===== config.mk =====
export PLATFORM = sky130hd
export DESIGN_NAME = decode_execute_register
export DESIGN_NICKNAME = d
export VERILOG_FILES = /design/src/rtl/de_pkg.sv /design/src/rtl/sat_counter.sv /design/src/rtl/decode_execute_register.sv
export SDC_FILE = /design/constraint.sdc
export NUM_CORES = 1
export LEC_CHECK = 0
export ABC_AREA = 1
export CAP_MARGIN = 20
export CORE_MARGIN = 2
export CORE_UTILIZATION = 38
export CTS_CLUSTER_DIAMETER = 100
export DETAILED_ROUTE_END_ITERATION = 8
export GPL_TIMING_DRIVEN = 0
export PLACE_DENSITY_LB_ADDON = 0.25
export SYNTH_ARGS = -nofsm -noshare
export SYNTH_HDL_FRONTEND = slang
export SYNTH_SLANG_ARGS = --single-unit

===== constraint.sdc =====
create_clock -name clk -period 1.4 [get_ports clk]
set_input_delay 0.42 -clock clk [delete_from_list [all_inputs] [get_ports clk]]
set_output_delay 0.42 -clock clk [all_outputs]
set_load 0.01 [all_outputs]

===== src/rtl/de_pkg.sv =====
`default_nettype none
// +--------------------------------------------------------------------+
// | de_pkg: control bundle, opcodes and helpers shared by the decode    |
// | and execute stages.                                  Revision: 1.0 |
// +--------------------------------------------------------------------+
package de_pkg;

  localparam int CTRL_WIDTH = 14;

  typedef struct packed {
    logic       useScalarAlu;
    logic       isScalarOutput;
    logic       isScalarReg1;
    logic       isScalarReg2;
    logic       resultSelectorWB;
    logic       writeEnableScalarWB;
    logic       writeEnableVectorWB;
    logic       writeToMemoryEnableM;
    logic       useInmediate;
    logic [2:0] aluControl;
    logic       outFlagM;
    logic       spare;
  } ctrl_t;

  localparam ctrl_t CTRL_NOP = '0;

  localparam logic [4:0] OP_NOP   = 5'd0;
  localparam logic [4:0] OP_ADD   = 5'd1;
  localparam logic [4:0] OP_SUB   = 5'd2;
  localparam logic [4:0] OP_AND   = 5'd3;
  localparam logic [4:0] OP_OR    = 5'd4;
  localparam logic [4:0] OP_XOR   = 5'd5;
  localparam logic [4:0] OP_SLL   = 5'd6;
  localparam logic [4:0] OP_SRL   = 5'd7;
  localparam logic [4:0] OP_ADDI  = 5'd8;
  localparam logic [4:0] OP_LOAD  = 5'd9;
  localparam logic [4:0] OP_STORE = 5'd10;
  localparam logic [4:0] OP_BEQ   = 5'd11;
  localparam logic [4:0] OP_BNE   = 5'd12;
  localparam logic [4:0] OP_JMP   = 5'd13;
  localparam logic [4:0] OP_VADD  = 5'd14;
  localparam logic [4:0] OP_VSUB  = 5'd15;
  localparam logic [4:0] OP_VMUL  = 5'd16;
  localparam logic [4:0] OP_OUT   = 5'd17;
  localparam logic [4:0] OP_HALT  = 5'd18;

  // An empty slot must never carry a write enable into execute.
  function automatic ctrl_t ctrl_gate(input logic valid, input ctrl_t ctrl);
    return valid ? ctrl : CTRL_NOP;
  endfunction

endpackage
`default_nettype wire


===== src/rtl/sat_counter.sv =====
`default_nettype none
// +--------------------------------------------------------------------+
// | sat_counter: up-counter that sticks at all-ones.     Revision: 1.0 |
// +--------------------------------------------------------------------+
module sat_counter #(
  parameter int WIDTH = 16
) (
  input  logic             clk,
  input  logic             reset,
  input  logic             inc,
  output logic [WIDTH-1:0] count
);

  logic [WIDTH-1:0] count_q;
  logic [WIDTH-1:0] count_d;

  always_comb begin
    count_d = count_q;
    if (inc && (count_q != {WIDTH{1'b1}})) begin
      count_d = count_q + {{(WIDTH-1){1'b0}}, 1'b1};
    end
  end

  always_ff @(posedge clk) begin
    if (reset) begin
      count_q <= '0;
    end else begin
      count_q <= count_d;
    end
  end

  assign count = count_q;

endmodule
`default_nettype wire


===== src/rtl/decode_execute_register.sv =====
`default_nettype none
// +--------------------------------------------------------------------+
// | decode_execute_register: D->E pipeline register with stall, flush, |
// | valid/ready handshake and perf counters.             Revision: 1.0 |
// +--------------------------------------------------------------------+
module decode_execute_register
  import de_pkg::*;
#(
  parameter int OPCODE_WIDTH   = 5,
  parameter int DATA_WIDTH     = 8,
  parameter int LANES          = 4,
  parameter int REG_ADDR_WIDTH = 3,
  parameter int IMM_WIDTH      = 8,
  parameter int CNT_WIDTH      = 16
) (
  input  logic                        clk,
  input  logic                        reset,
  input  logic                        validD,
  output logic                        readyD,
  input  logic                        readyE,
  input  logic                        flushE,
  input  logic [OPCODE_WIDTH-1:0]     opcodeD,
  input  logic [CTRL_WIDTH-1:0]       ctrlD,
  input  logic [DATA_WIDTH-1:0]       scalarRd1D,
  input  logic [DATA_WIDTH-1:0]       scalarRd2D,
  input  logic [LANES*DATA_WIDTH-1:0] vectorRd1D,
  input  logic [LANES*DATA_WIDTH-1:0] vectorRd2D,
  input  logic [IMM_WIDTH-1:0]        immD,
  input  logic [REG_ADDR_WIDTH-1:0]   rdAddrD,
  output logic                        validE,
  output logic [OPCODE_WIDTH-1:0]     opcodeE,
  output logic [CTRL_WIDTH-1:0]       ctrlE,
  output logic [DATA_WIDTH-1:0]       scalarRd1E,
  output logic [DATA_WIDTH-1:0]       scalarRd2E,
  output logic [LANES*DATA_WIDTH-1:0] vectorRd1E,
  output logic [LANES*DATA_WIDTH-1:0] vectorRd2E,
  output logic [IMM_WIDTH-1:0]        immE,
  output logic [REG_ADDR_WIDTH-1:0]   rdAddrE,
  output logic [CNT_WIDTH-1:0]        stallCountE,
  output logic [CNT_WIDTH-1:0]        bubbleCountE
);

  logic                        valid_q,  valid_d;
  ctrl_t                       ctrl_q,   ctrl_d;
  logic [OPCODE_WIDTH-1:0]     opcode_q, opcode_d;
  logic [DATA_WIDTH-1:0]       s1_q,     s1_d;
  logic [DATA_WIDTH-1:0]       s2_q,     s2_d;
  logic [LANES*DATA_WIDTH-1:0] v1_q,     v1_d;
  logic [LANES*DATA_WIDTH-1:0] v2_q,     v2_d;
  logic [IMM_WIDTH-1:0]        imm_q,    imm_d;
  logic [REG_ADDR_WIDTH-1:0]   rd_q,     rd_d;

  logic  ready_w;
  logic  load_w;
  ctrl_t ctrl_in_w;

  // Depends only on registered state and readyE, so no D->E combinational path.
  assign ready_w   = !valid_q || readyE;
  assign load_w    = ready_w && !flushE;
  assign ctrl_in_w = ctrlD;

  always_comb begin
    valid_d  = valid_q;
    ctrl_d   = ctrl_q;
    opcode_d = opcode_q;
    s1_d     = s1_q;
    s2_d     = s2_q;
    v1_d     = v1_q;
    v2_d     = v2_q;
    imm_d    = imm_q;
    rd_d     = rd_q;
    if (flushE) begin
      valid_d = 1'b0;
      ctrl_d  = CTRL_NOP;
    end else if (load_w) begin
      valid_d  = validD;
      ctrl_d   = ctrl_gate(validD, ctrl_in_w);
      opcode_d = opcodeD;
      s1_d     = scalarRd1D;
      s2_d     = scalarRd2D;
      v1_d     = vectorRd1D;
      v2_d     = vectorRd2D;
      imm_d    = immD;
      rd_d     = rdAddrD;
    end
  end

  always_ff @(posedge clk) begin
    if (reset) begin
      valid_q  <= 1'b0;
      ctrl_q   <= CTRL_NOP;
      opcode_q <= '0;
      s1_q     <= '0;
      s2_q     <= '0;
      v1_q     <= '0;
      v2_q     <= '0;
      imm_q    <= '0;
      rd_q     <= '0;
    end else begin
      valid_q  <= valid_d;
      ctrl_q   <= ctrl_d;
      opcode_q <= opcode_d;
      s1_q     <= s1_d;
      s2_q     <= s2_d;
      v1_q     <= v1_d;
      v2_q     <= v2_d;
      imm_q    <= imm_d;
      rd_q     <= rd_d;
    end
  end

  sat_counter #(.WIDTH(CNT_WIDTH)) u_stall_cnt (
    .clk   (clk),
    .reset (reset),
    .inc   (validD && !ready_w && !flushE),
    .count (stallCountE)
  );

  sat_counter #(.WIDTH(CNT_WIDTH)) u_bubble_cnt (
    .clk   (clk),
    .reset (reset),
    .inc   (flushE && (valid_q || validD)),
    .count (bubbleCountE)
  );

  assign readyD     = ready_w;
  assign validE     = valid_q;
  assign ctrlE      = ctrl_q;
  assign opcodeE    = opcode_q;
  assign scalarRd1E = s1_q;
  assign scalarRd2E = s2_q;
  assign vectorRd1E = v1_q;
  assign vectorRd2E = v2_q;
  assign immE       = imm_q;
  assign rdAddrE    = rd_q;

endmodule
`default_nettype wire

==> out/results.ini <==
[finish]
fin_nets=1252
final_area_um2=10600
drive_above_1_share=0.462
fin_util=0.723
nFillCells=1084
num_antenna_cells=0
fin_cells=1332
syn_to_final_growth_pct=84.0

[run]
cap_violations=0

[critical_path]
worstSetupPathType=in2out
arrival_ns=1.11
end_kind=output pin
worst-path-max-fanout=2
cp-start-kind=input port
required_ns=0.98

[synthesis]
synth_top_area_cell=dfxtp_1
yosys_warnings=0
synth_common_cells=nor2_1, dfxtp_1, nand2_1
yosysSeqAreaShare=0.498
netlist_instances=789
synth-seq-cells=143
ys_types=28
synthArstFlopShare=0
syn-cell-area_um2=5750
synth_edf_count=0
synth.most_common_cell=nor2_1
netlist.area_leader.share=0.498
syn_nets=906
synthFlopType=dfxtp_1
synth_area_leaders=dfxtp_1, nor2_1, o21ai_0
syn_avg_cell_area_um2=7.29

[sta]
period_minus_slack_ns=1.53
rsz0062_at_grt=true
fin_ws_ns=-0.135
clock.fmax_mhz=651
finClkSkew_ns=0.00466
worst_slew_pin_slew_ns=0.512
hold_viol_final=0
slew_headroom=0.659
setup_viol=120
slew_violations=0
period_share=1.10

[place]
io_buffers=258
pre_cts_ws_ns=-1.11
place_inst=1231
place_congestion=0.840
placed_cell_area_um2=8570
dp_hpwl_um=13800

[clock_tree]
clk_pin_slew_ns=0.05
cts_tree=yes
clock-sinks=143
cts_buffers=17
cts.path.max_buffers=2
htree_levels=4
clk_latency_ns=0.42
ctsRootBufferMaster=clkbuf_16

[floorplan]
ios=259
die_y_um=127
core_um2=14600
die_area_um2=16100
start_util=0.393
die_w_um=127
rows=44

[drt]
vias=6667
wl_per_cell_um=16.9
vias_per_cell=5.01
drt_iter0_markers=409
finalWirelength_um=22500
post-route-drc-count=0
ant_nets=0
drt-pass1-iter-count=5

[global_route]
first_global_vias=6333
track_usage=0.252
grt_max_degree=17
grt_overflow=0
grt_pass1_wl_um=32000
antenna_found_initial=0

[pwr]
vdd_drop_max_mv=0.857
powerDensity_nw_per_um2=1010
p_leak_uw=0.00461

[outcome]
violations=setup timing
status=finished with violations

[worst_hold_path]
hold_class=reg2reg

sequential cells by signal, indices dropped and copies added (netlist names):
register,cells
ctrlE,14
scalarRd2E,8
u_stall_cnt.count,16
immE,8
scalarRd1E,8
rdAddrE,3
vectorRd1E,32
vectorRd2E,32
u_bubble_cnt.count,16
validE,1
opcodeE,5
report_power, final:
group          switching, uW  internal, uW
Combinational            841           923
Clock                   1820          2670
Sequential               132          4260
layout by cell type, fill, tap and decap left out, types with 7 or more instances in the layout:
| master | instances |
|---|---|
| nor2_1 | 163 |
| buf_2 | 140 |
| clkdlybuf4s50_1 | 110 |
| dfxtp_1 | 94 |
| nand2_1 | 85 |
| nor2_4 | 57 |
| buf_4 | 49 |
| nor2_2 | 45 |
| o21ai_2 | 42 |
| nand3_1 | 38 |
| o21ai_0 | 32 |
| dfxtp_2 | 29 |
| a21oi_1 | 26 |
| o21ai_1 | 25 |
| clkbuf_16 | 25 |
| inv_1 | 20 |
| dfxtp_4 | 20 |
| buf_6 | 19 |
| a21oi_2 | 13 |
| buf_8 | 12 |
| buf_12 | 9 |
| buf_16 | 8 |
| nand2_2 | 7 |
layout make-up:
class                           instances  area (um^2)  area share
Buffer                                 41          450      0.0426
Clock buffer                           19          443      0.0418
Clock inverter                         13          141      0.0134
Inverter                               32          140      0.0132
Multi-Input combinational cell        572         3410       0.322
Sequential cell                       143         2970       0.281
Tap cell                              184          230      0.0217
Timing Repair Buffer                  328         2790       0.264
what timing repair did:
action	CTS	global route
setup endpoints to repair	287	161
gates cloned	10	10
pin swaps	34	32
hold buffers	0	0
resized for setup	879	180
setup buffers	35	15
layer usage:
metal | vias up | part of all wire | global-route usage
met2 | 248 | 0.51 | 0.438
met3 | 42 | 0.083 | 0.0997
li1 | 3246 | - | -
met4 | 0 | 0.024 | 0.0963
met5 | - | 0 | 0
met1 | 3131 | 0.38 | 0.278
stage by stage:
stage	TNS, ns	hold WS, ns	total power [uW]
6_report	-4.26	0.464	10700
4_1_cts	-3.29	0.464	10500
5_1_grt	-14.40	0.474	11100
2_1_floorplan	0	0.475	4990
3_5_place_dp	-105.15	0.456	5900
3_3_place_gp	-104.68	0.449	5890
worst paths after layout:
| path | startpoint | cells past startpoint | end | slack (ns) |
|---|---|---|---|---|
| worst max-delay path | readyE | 5 | readyD | -0.13 |
| worst min register to register | ctrlE[9]$_SDFFE_PP0P_ | 2 | ctrlE[9]$_SDFFE_PP0P_ | 0.46 |
| worst max register to register | validE$_SDFFE_PP0P_ | 9 | vectorRd2E[14]$_SDFFE_PP0P_ | -0.09 |
| worst min-delay path | ctrlE[9]$_SDFFE_PP0P_ | 2 | ctrlE[9]$_SDFFE_PP0P_ | 0.46 |
worst max-delay path: stages:
cell and delay [ns]:
clkdlybuf4s15_1 0.26, inv_2 0.14, nand2_8 0.06, buf_8 0.12, buf_6 0.11
cell families after synthesis:
logic type,after synthesis,synth area share
and+or+nand+nor,427,0.312
adders and majority gates,2,0.00435
buffers and inverters,74,0.0594
DFF,143,0.498
xor gates and xnor gates,2,0.00305
AOI/OAI and AO/OA,141,0.124
Power figures use the tool's default switching activity.
